$ cat src/rtl/credit_arbiter.sv
// Per-channel credit counters with a round-robin pop arbiter feeding one shared downstream link.
// Credit returns saturate at N_CREDITS, and any overflow sets a sticky per-channel flag.
module credit_arbiter #(
    parameter int unsigned N_CHANNELS = 4,
    parameter int unsigned N_CREDITS  = 10,
    parameter int unsigned RET_WIDTH  = 2,
    localparam int unsigned CW  = $clog2(N_CREDITS + 2**RET_WIDTH) + 1,
    localparam int unsigned CHW = (N_CHANNELS > 1) ? $clog2(N_CHANNELS) : 1
) (
    input  logic                            clock,
    input  logic                            reset,
    input  logic [N_CHANNELS-1:0]           i_fifo_empty,
    output logic [N_CHANNELS-1:0]           o_pop,
    output logic                            o_valid,
    output logic [CHW-1:0]                  o_chan,
    input  logic [N_CHANNELS*RET_WIDTH-1:0] i_credit_ret,
    output logic [N_CHANNELS-1:0]           o_ready,
    output logic [N_CHANNELS*CW-1:0]        o_credits,
    output logic [N_CHANNELS-1:0]           o_overflow
);

    logic [CW-1:0]         count_q [N_CHANNELS];
    logic [CW-1:0]         count_d [N_CHANNELS];
    logic [CW-1:0]         sum_c   [N_CHANNELS];
    logic [N_CHANNELS-1:0] overflow_q, overflow_d;
    logic [CHW-1:0]        last_grant_q, last_grant_d;
    logic [CHW-1:0]        chan_q, chan_d;
    logic                  valid_q, valid_d;
    logic [N_CHANNELS-1:0] eligible_c;
    logic [N_CHANNELS-1:0] pop_c;
    logic                  grant_c;
    logic [CHW-1:0]        grant_idx_c;

    function automatic logic [CHW-1:0] rr_index(input logic [CHW-1:0] base, input int unsigned off);
        return CHW'((32'(base) + off) % N_CHANNELS);
    endfunction

    // Eligibility looks only at the registered count; same-cycle returns do not count.
    always_comb begin
        for (int unsigned c = 0; c < N_CHANNELS; c++) begin
            eligible_c[c] = !i_fifo_empty[c] && (count_q[c] != '0);
        end
    end

    // Round-robin search starting one past the last granted channel.
    always_comb begin
        pop_c       = '0;
        grant_c     = 1'b0;
        grant_idx_c = '0;
        for (int unsigned off = 1; off <= N_CHANNELS; off++) begin
            if (!grant_c && eligible_c[rr_index(last_grant_q, off)]) begin
                grant_c     = 1'b1;
                grant_idx_c = rr_index(last_grant_q, off);
            end
        end
        if (reset) begin
            grant_c = 1'b0;
        end
        if (grant_c) begin
            pop_c[grant_idx_c] = 1'b1;
        end
    end

    always_comb begin
        for (int unsigned c = 0; c < N_CHANNELS; c++) begin
            sum_c[c]      = count_q[c] - CW'(pop_c[c]) + CW'(i_credit_ret[c*RET_WIDTH +: RET_WIDTH]);
            count_d[c]    = sum_c[c];
            overflow_d[c] = overflow_q[c];
            if (sum_c[c] > CW'(N_CREDITS)) begin
                count_d[c]    = CW'(N_CREDITS);
                overflow_d[c] = 1'b1;
            end
        end
        last_grant_d = grant_c ? grant_idx_c : last_grant_q;
        valid_d      = grant_c;
        chan_d       = grant_c ? grant_idx_c : chan_q;
    end

    always_ff @(posedge clock) begin
        if (reset) begin
            for (int unsigned c = 0; c < N_CHANNELS; c++) begin
                count_q[c] <= CW'(N_CREDITS);
            end
            overflow_q   <= '0;
            last_grant_q <= CHW'(N_CHANNELS - 1);
            valid_q      <= 1'b0;
            chan_q       <= '0;
        end else begin
            for (int unsigned c = 0; c < N_CHANNELS; c++) begin
                count_q[c] <= count_d[c];
            end
            overflow_q   <= overflow_d;
            last_grant_q <= last_grant_d;
            valid_q      <= valid_d;
            chan_q       <= chan_d;
        end
    end

    assign o_pop      = pop_c;
    assign o_valid    = valid_q;
    assign o_chan     = chan_q;
    assign o_overflow = overflow_q;

    always_comb begin
        for (int unsigned c = 0; c < N_CHANNELS; c++) begin
            o_ready[c]            = !reset && (count_q[c] != '0);
            o_credits[c*CW +: CW] = count_q[c];
        end
    end

endmodule

$ cat config.mk
export PLATFORM = sky130hd
export DESIGN_NAME = credit_arbiter
export DESIGN_NICKNAME = d
export VERILOG_FILES = /design/src/rtl/credit_arbiter.sv
export SDC_FILE = /design/constraint.sdc
export NUM_CORES = 1
export LEC_CHECK = 0
export CAP_MARGIN = 20
export CORE_MARGIN = 3
export CORE_UTILIZATION = 50
export DETAILED_ROUTE_END_ITERATION = 16
export PLACE_DENSITY = 0.9
export SYNTH_ARGS = -nofsm -noshare
export SYNTH_HDL_FRONTEND = slang
export SYNTH_SLANG_ARGS = --single-unit
$ cat constraint.sdc
create_clock -name clock -period 4 [get_ports clock]
set_input_delay 0.8 -clock clock [delete_from_list [all_inputs] [get_ports clock]]
set_output_delay 0.8 -clock clock [all_outputs]
set_load 0.03 [all_outputs]
# Word-level counts from Yosys, hierarchy flattened
# Memory sizes are Yosys's and may differ from the RTL's.
# Index checks and enable logic that the tools add are counted.
[word_totals]
register_bits = 9
ramBits = 20
input_bits = 14
output_inout_bits = 35
word_cells = 89
n_memories = 1
[classes]
add_sub_neg = 12
order_cmp = 10
muxes = 31
n_bitwise = 4
n_reduce_logical = 24
[memory_table]
columns = ["name", "words", "width", "rd", "rd_clocked_by_memory_dff", "write_ports", "line", "source"]
rows = [
  ["count_q", 4, 5, 4, 0, 4, "22", "logic [CW-1:0] count_q [N_CHANNELS];"],
]
[op_table]
columns = ["cell", "count"]
rows = [
  ["$mux W5", 8],
  ["$add A5 B2 Y5", 4],
  ["$gt A5 B4 Y1 const B", 4],
  ["$reduce_bool A5 Y1", 4],
  ["$sub A5 B1 Y5", 4],
  ["$lt A2 B3 Y1 const B", 5],
  ["$mux W1", 13],
  ["$logic_and A1 B1 Y1", 12],
  ["$bmux W1 S2", 4],
  ["$logic_not A1 Y1", 8],
  ["$mux W2", 4],
  ["$add A2 B1 Y2 const B", 2],
  ["$add A2 B2 Y2 const B", 2],
  ["$mux W4", 1],
  ["$or A1 B1 Y1", 4],
  ["$demux W1 S2", 1],
  ["$ge A2 B1 Y1 const B", 1],
]

# Logic depth before layout (Yosys ltp)
# Gate-level depths: netlist of the first run.
[depth]
depth_word = 24
ltp_mapped = 17
depth_no_buf = 17

# Worst setup path after synthesis of the first run
# Ideal clock, no wire load.
[synth_path]
path_type = "register to register"
start = "memory count_q[3][2] (netlist bit)"
end = "memory count_q[2][3] (netlist bit)"
setup_ns = 0.132
arrival_ns = 4.135
t_required_ns = 3.868
path_slack_ns = -0.268
stages_incl_launch_ff = 18
path_buffers = 0
synth_period_minus_slack_ns = 4.268
path_cell_list = "dfxtp_1 inv_1 ha_1 or4b_4 o2111ai_1 o21ai_2 nor2_2 nor4b_2 ha_1 inv_1 ha_1 inv_1 fa_1 nand2b_1 a21oi_1 o21a_1 o22ai_1 or3b_2"
[synth_lines]
columns = ["element", "line"]
rows = [
  ["start, declared", "22"],
]

==> reports/qor.csv, run 1 <==
metric;value;unit
die_area;0.004799;sq mm
io_buffer_count;48;
tns;0;ns
grt_setup_unrepaired;true;
clock_path_buffers;2;
fin_ws;0.08854;ns
rows;22;
timing.final.crit_share;0.9779;
relSlewSlack;0.6128;
fin_nets;341;
synthTopCellsByArea;dfxtp_1, ha_1, inv_1, fa_1, xnor2_1;
drc;0;
netSwitchingPower;787.7;uW
clock_latency;0.28;ns
vdd_drop_max;451.6;uV
crit_path_start_kind;input port;
synth_edf_count;0;
cts_made_buffers;5;
area_growth;47.44;%
fmax;0.2557;GHz
dr_total_vias;1728;
hold_class;flop to flop;
firstDrtPassIters;4;
yosysSeqAreaShare;0.2900;
cts_tree;done;
ys_ff_latch;29;
skew;0.005081;ns
worstPathRequired;4.16;ns
cts.sinks;29;
ys_types;43;
yosys_most_used_dff;dfxtp_1;
fillers;255;
cp.arrival;4.07;ns
worstSetupEndpointType;flop;
cap_violations;0;
synth_most_common_cell;inv_1;
diodes;0;
die_w;69.28;um
dp.cells;333;
crit_path_max_fanout;4;
synth_cells;217;
p_seq_frac;0.232;
sw_frac_of_total;0.4175;
post-route-min-period;3.911;ns
grt_pass1_vias;1686;
setup_viol;0;
powerDensity;639.3;mW/mm^2
yosys_warnings;0;
cts_root_buffer;clkbuf_8;
drt-initial-drc-count;49;
clockPowerShare;0.140;
hpwl;3.560;mm
slew_violations;0;
grt-ovfl-total;0;
antenna_found_initial;0;
path_class;input port to flop;
htree_levels;2;
cts_hold_buf;0;
p_int;1.099;mW
grt_util_all_layers;0.1919;
yosysTopAreaCellShare;0.2900;
final_hold_viol_count;0;
leakage;1.377;nW
postRouteWirelength;4.688;mm
synthArstFlopShare;0;
gp_congestion;0.8545;
grt_pass1_wl;7.500;mm
start_util;0.5309;
hp-start;o_chan[1];
status;complete, no violations;
synthesis.area;0.002002;sq mm
grt_max_degree;20;
regArea;585.6;sq um
yosys.area.top_type;dfxtp_1;
fin_cells;344;
r2r_start;count_q[3][3];
ios;49;
p_comb_frac;0.629;
die_h;69.28;um
multi_input_area;0.001366;sq mm
ant_nets;0;
wl_per_cell;13.63;um
syn_area_per_cell;9.225;sq um
crit_start;i_fifo_empty[1];
tightest_slew;0.5793;ns
clk_pin_slew_worst_paths;0.06;ns
preCtsSetupSlack;-0.3777;ns
vias_per_cell;5.023;
final_layout_size_suffix_gt1_frac;0.2365;
power;1.887;mW
synthTopCellsByCount;inv_1, dfxtp_1, ha_1, a21oi_1, nor2_1;
core;0.003771;sq mm
## through the flow
stage               instance area (sq um)  hold slack (ns)  utilization
finish                               2952           0.4733       0.7827
global placement                     2716           0.4519       0.7203
detailed placement                   2716           0.4668       0.7203
global route                         2952           0.4914       0.7827
floorplan                            2044           0.4702            -
CTS                                  2835           0.4752       0.7518
## metal layers
metal,wire [um],part of all wire,GRT usage,vias up
li1,-,-,-,874
met1,1964,0.42,0.2368,796
met2,2420,0.52,0.3242,49
met3,210,0.045,0.05217,9
met4,93,0.020,0.05857,0
met5,0,0,0,-
## layout by cell type, fill, tap and decap left out, types with 7 or more instances in the layout
master,synthesis,final
nor3_1,8,8
inv_1,47,47
buf_4,0,22
ha_1,28,26
nor2_1,9,9
clkdlybuf4s50_1,0,46
xnor2_1,8,8
clkbuf_8,0,7
dfxtp_1,29,25
a21oi_1,10,7
## cell families after synthesis
logic type	count (synthesis)	synth area share
AND/OR/NAND/NOR	52	0.1888
flip-flops	29	0.2900
XOR/XNOR	13	0.05688
AO/OA/AOI/OAI	40	0.1500
buffers and inverters	50	0.09750
adder cells (fa/ha/maj)	32	0.2150
other	1	0.001873
## worst max-delay path, cell delays in order
cell             delay [ns]
clkdlybuf4s50_1        0.45
or3_4                  0.35
a2bb2oi_4              0.18
o41ai_4                0.08
nor2_4                 0.10
nor4_4                 0.18
ha_1                   0.27
inv_1                  0.06
ha_2                   0.17
inv_1                  0.05
fa_2                   0.36
nand2b_1               0.18
a21oi_2                0.15
o21a_1                 0.13
o22ai_1                0.09
or3b_2                 0.47
## path summary, 6_finish.rpt
kind                            depth (start not counted)  slack (ns)             to
worst max-delay path                                   16        0.09  count_q[3][3]
worst min-delay path                                    2        0.47      o_chan[1]
worst max register to register                         17        0.14  count_q[2][3]
worst min register to register                          2        0.47      o_chan[1]
## power groups by stage
stage | Sequential [mW] | Combinational, mW | Clock (mW)
floorplan | 0.569 | 0.566 | 0
global placement | 0.436 | 1.08 | 0
detailed placement | 0.439 | 1.11 | 0
CTS | 0.433 | 1.13 | 0.269
global route | 0.450 | 1.31 | 0.284
finish | 0.438 | 1.19 | 0.263
## registers in the layout, indices dropped and copies added, names as in the netlist
| signal | cells |
|---|---|
| o_overflow | 4 |
| o_chan | 2 |
| last_grant_q | 2 |
| count_q | 20 |
| o_valid | 1 |
## timing repair
item | CTS | global route
pin swaps | 2 | 9
setup endpoints to repair | 6 | 15
setup buffers | 0 | 3
resized for setup | 3 | 22
## area by class of cell
type                            instances  share of cell area
Inverter                               47             0.05977
Tap cell                               48             0.02035
Timing Repair Buffer                   71              0.2242
Clock inverter                          1            0.001696
Sequential cell                        29              0.1984
Multi-Input combinational cell        141              0.4629
Clock buffer                            7             0.03264
Note: power is estimated with default switching activity, not from simulation.
==> inputs of run 2 (changes only) <==
--- a/config.mk
+++ b/config.mk
@@ -9,7 +9,7 @@
 export CORE_MARGIN = 3
 export CORE_UTILIZATION = 50
 export DETAILED_ROUTE_END_ITERATION = 16
-export PLACE_DENSITY = 0.9
+export PLACE_DENSITY = 0.83
 export SYNTH_ARGS = -nofsm -noshare
 export SYNTH_HDL_FRONTEND = slang
 export SYNTH_SLANG_ARGS = --single-unit
==> reports/qor.csv, run 2 (synthesis gave the netlist of run 1 again) <==
metric;value;unit;change
grt_pass1_vias;1819;;+7.9%
area_growth;48.44;%;
worstPathRequired;4.15;ns;about the same
dr_total_vias;1812;;+4.9%
cts_root_buffer;clkbuf_8;;
grt_util_all_layers;0.1892;;-0.002667
post-route-util;0.7880;;+0.005308
hold_class;flop to flop;;
timing.final.crit_share;0.9960;;+0.01813
core;0.003771;sq mm;unchanged
die_area;0.004799;sq mm;unchanged
cts_tree;done;;
die_w;69.28;um;unchanged
rows;22;;unchanged
skew;0.004006;ns;-0.001075 ns
dp.cells;328;;-1.5%
regArea;583.1;sq um;-0.43%
leakage;1.393;nW;+1.2%
grt-ovfl-total;0;;unchanged
cts_made_buffers;5;;unchanged
drt-initial-drc-count;70;;+43%
diodes;0;;unchanged
io_buffer_count;48;;unchanged
crit_path_start_kind;input port;;
path_class;input port to flop;;
drc;0;;unchanged
wl_per_cell;15.01;um;+10%
tns;0;ns;unchanged
final_hold_viol_count;0;;unchanged
cap_violations;0;;unchanged
hpwl;3.503;mm;-1.6%
postRouteWirelength;5.208;mm;+11%
worstSetupEndpointType;flop;;
crit_path_max_fanout;4;;unchanged
fillers;246;;-3.5%
grt_max_degree;16;;-20%
grt_pass1_wl;7.624;mm;+1.7%
crit_start;i_fifo_empty[2];;
fin_cells;347;;+0.87%
final_common_cell;inv_1;;
ant_nets;0;;unchanged
setup_viol;0;;unchanged
powerDensity;641.4;mW/mm^2;+0.34%
htree_levels;2;;unchanged
post-route-min-period;3.984;ns;+0.07250 ns
firstDrtPassIters;4;;unchanged
multi_input_area;0.001363;sq mm;-0.27%
status;complete, no violations;;
cp.arrival;4.14;ns;+0.07 ns
clock_path_buffers;2;;unchanged
top_register;count_q;;
cts.sinks;29;;unchanged
vdd_drop_max;631.8;uV;+40%
fin_nets;345;;+1.2%
power;1.906;mW;+1.0%
vias_per_cell;5.222;;+4.0%
final_layout_size_suffix_gt1_frac;0.2308;;-0.005717
ios;49;;unchanged
die_h;69.28;um;unchanged
clk_pin_slew_worst_paths;0.06;ns;about the same
fmax;0.2510;GHz;-1.8%
start_util;0.5309;;unchanged
antenna_found_initial;0;;unchanged
r2r_start;count_q[3][2];;
hp-start;o_chan[1];;
largest_register_ffs;20;;unchanged
clock_latency;0.27;ns;about the same
gp_congestion;0.9250;;+8.3%
final_cell_mix;inv_1, clkdlybuf4s50_1, dfxtp_1, ha_1, buf_4;;
slew_violations;0;;unchanged
run 2: cell types whose count changed in the layout (fill, tap and decap cells not counted), moves of 2 or more:
cell	change
buf_4	+3
dfxtp_1	+2
dfxtp_2	-2
xor2_1	+2
xor2_2	-2
run 2: through the flow:
step                      hold WS, ns  instance area [sq um]  setup slack (ns)
after floorplan                0.4702                   2044          -0.04458
after global placement         0.4641                   2691           -0.2850
after detailed placement       0.4619                   2691           -0.3395
after CTS                      0.4696                   2794         -0.001423
after global routing           0.4931                   2972           -0.1354
final                          0.4667                   2972           0.01604
run 2: critical path, cell delays in order:
cell	delay, ns
clkdlybuf4s50_1	0.50
o2111ai_2	0.26
o21ai_2	0.12
nor2_4	0.15
nor4b_4	0.23
ha_1	0.28
inv_1	0.07
ha_2	0.18
inv_1	0.05
fa_2	0.34
xor2_1	0.28
a21boi_0	0.25
o22ai_1	0.13
buf_4	0.18
or3_1	0.31
run 2: final cells by class:
| cell class | count | share of cell area |
|---|---|---|
| Timing Repair Buffer | 75 | 0.2366 |
| Clock buffer | 7 | 0.02905 |
| Tap cell | 48 | 0.02021 |
| Multi-Input combinational cell | 141 | 0.4585 |
| Sequential cell | 29 | 0.1962 |
| Inverter | 47 | 0.05937 |
run 2: path summary, 6_finish.rpt:
path              endpoint  slack [ns]  cells past startpoint
max          count_q[2][1]        0.02                     15
min reg2reg      o_chan[1]        0.47                      2
min              o_chan[1]        0.47                      2
max reg2reg  count_q[2][1]        0.06                     17
run 2: report_power, final:
part	internal, mW	leakage [nW]	total, mW	switching, mW
Clock	0.136	0.0443	0.236	0.0998
Sequential	0.366	0.239	0.441	0.0748
Combinational	0.575	1.11	1.23	0.654
Total	1.08	1.39	1.91	0.829
run 2: timing repair:
| action | in CTS | in global routing |
|---|---|---|
| hold buffers | 0 | 0 |
| buffers inserted | 0 | 12 |
| gates resized for setup | 5 | 18 |
| setup endpoints to repair | 4 | 12 |
| pin swaps | 0 | 12 |
run 2: routing by layer:
layer,track usage,part of all wire,vias to the layer above
li1,-,-,888
met1,0.2361,0.42,834
met2,0.3167,0.51,77
met3,0.04348,0.054,13
met4,0.06941,0.017,0
met5,0,0,-
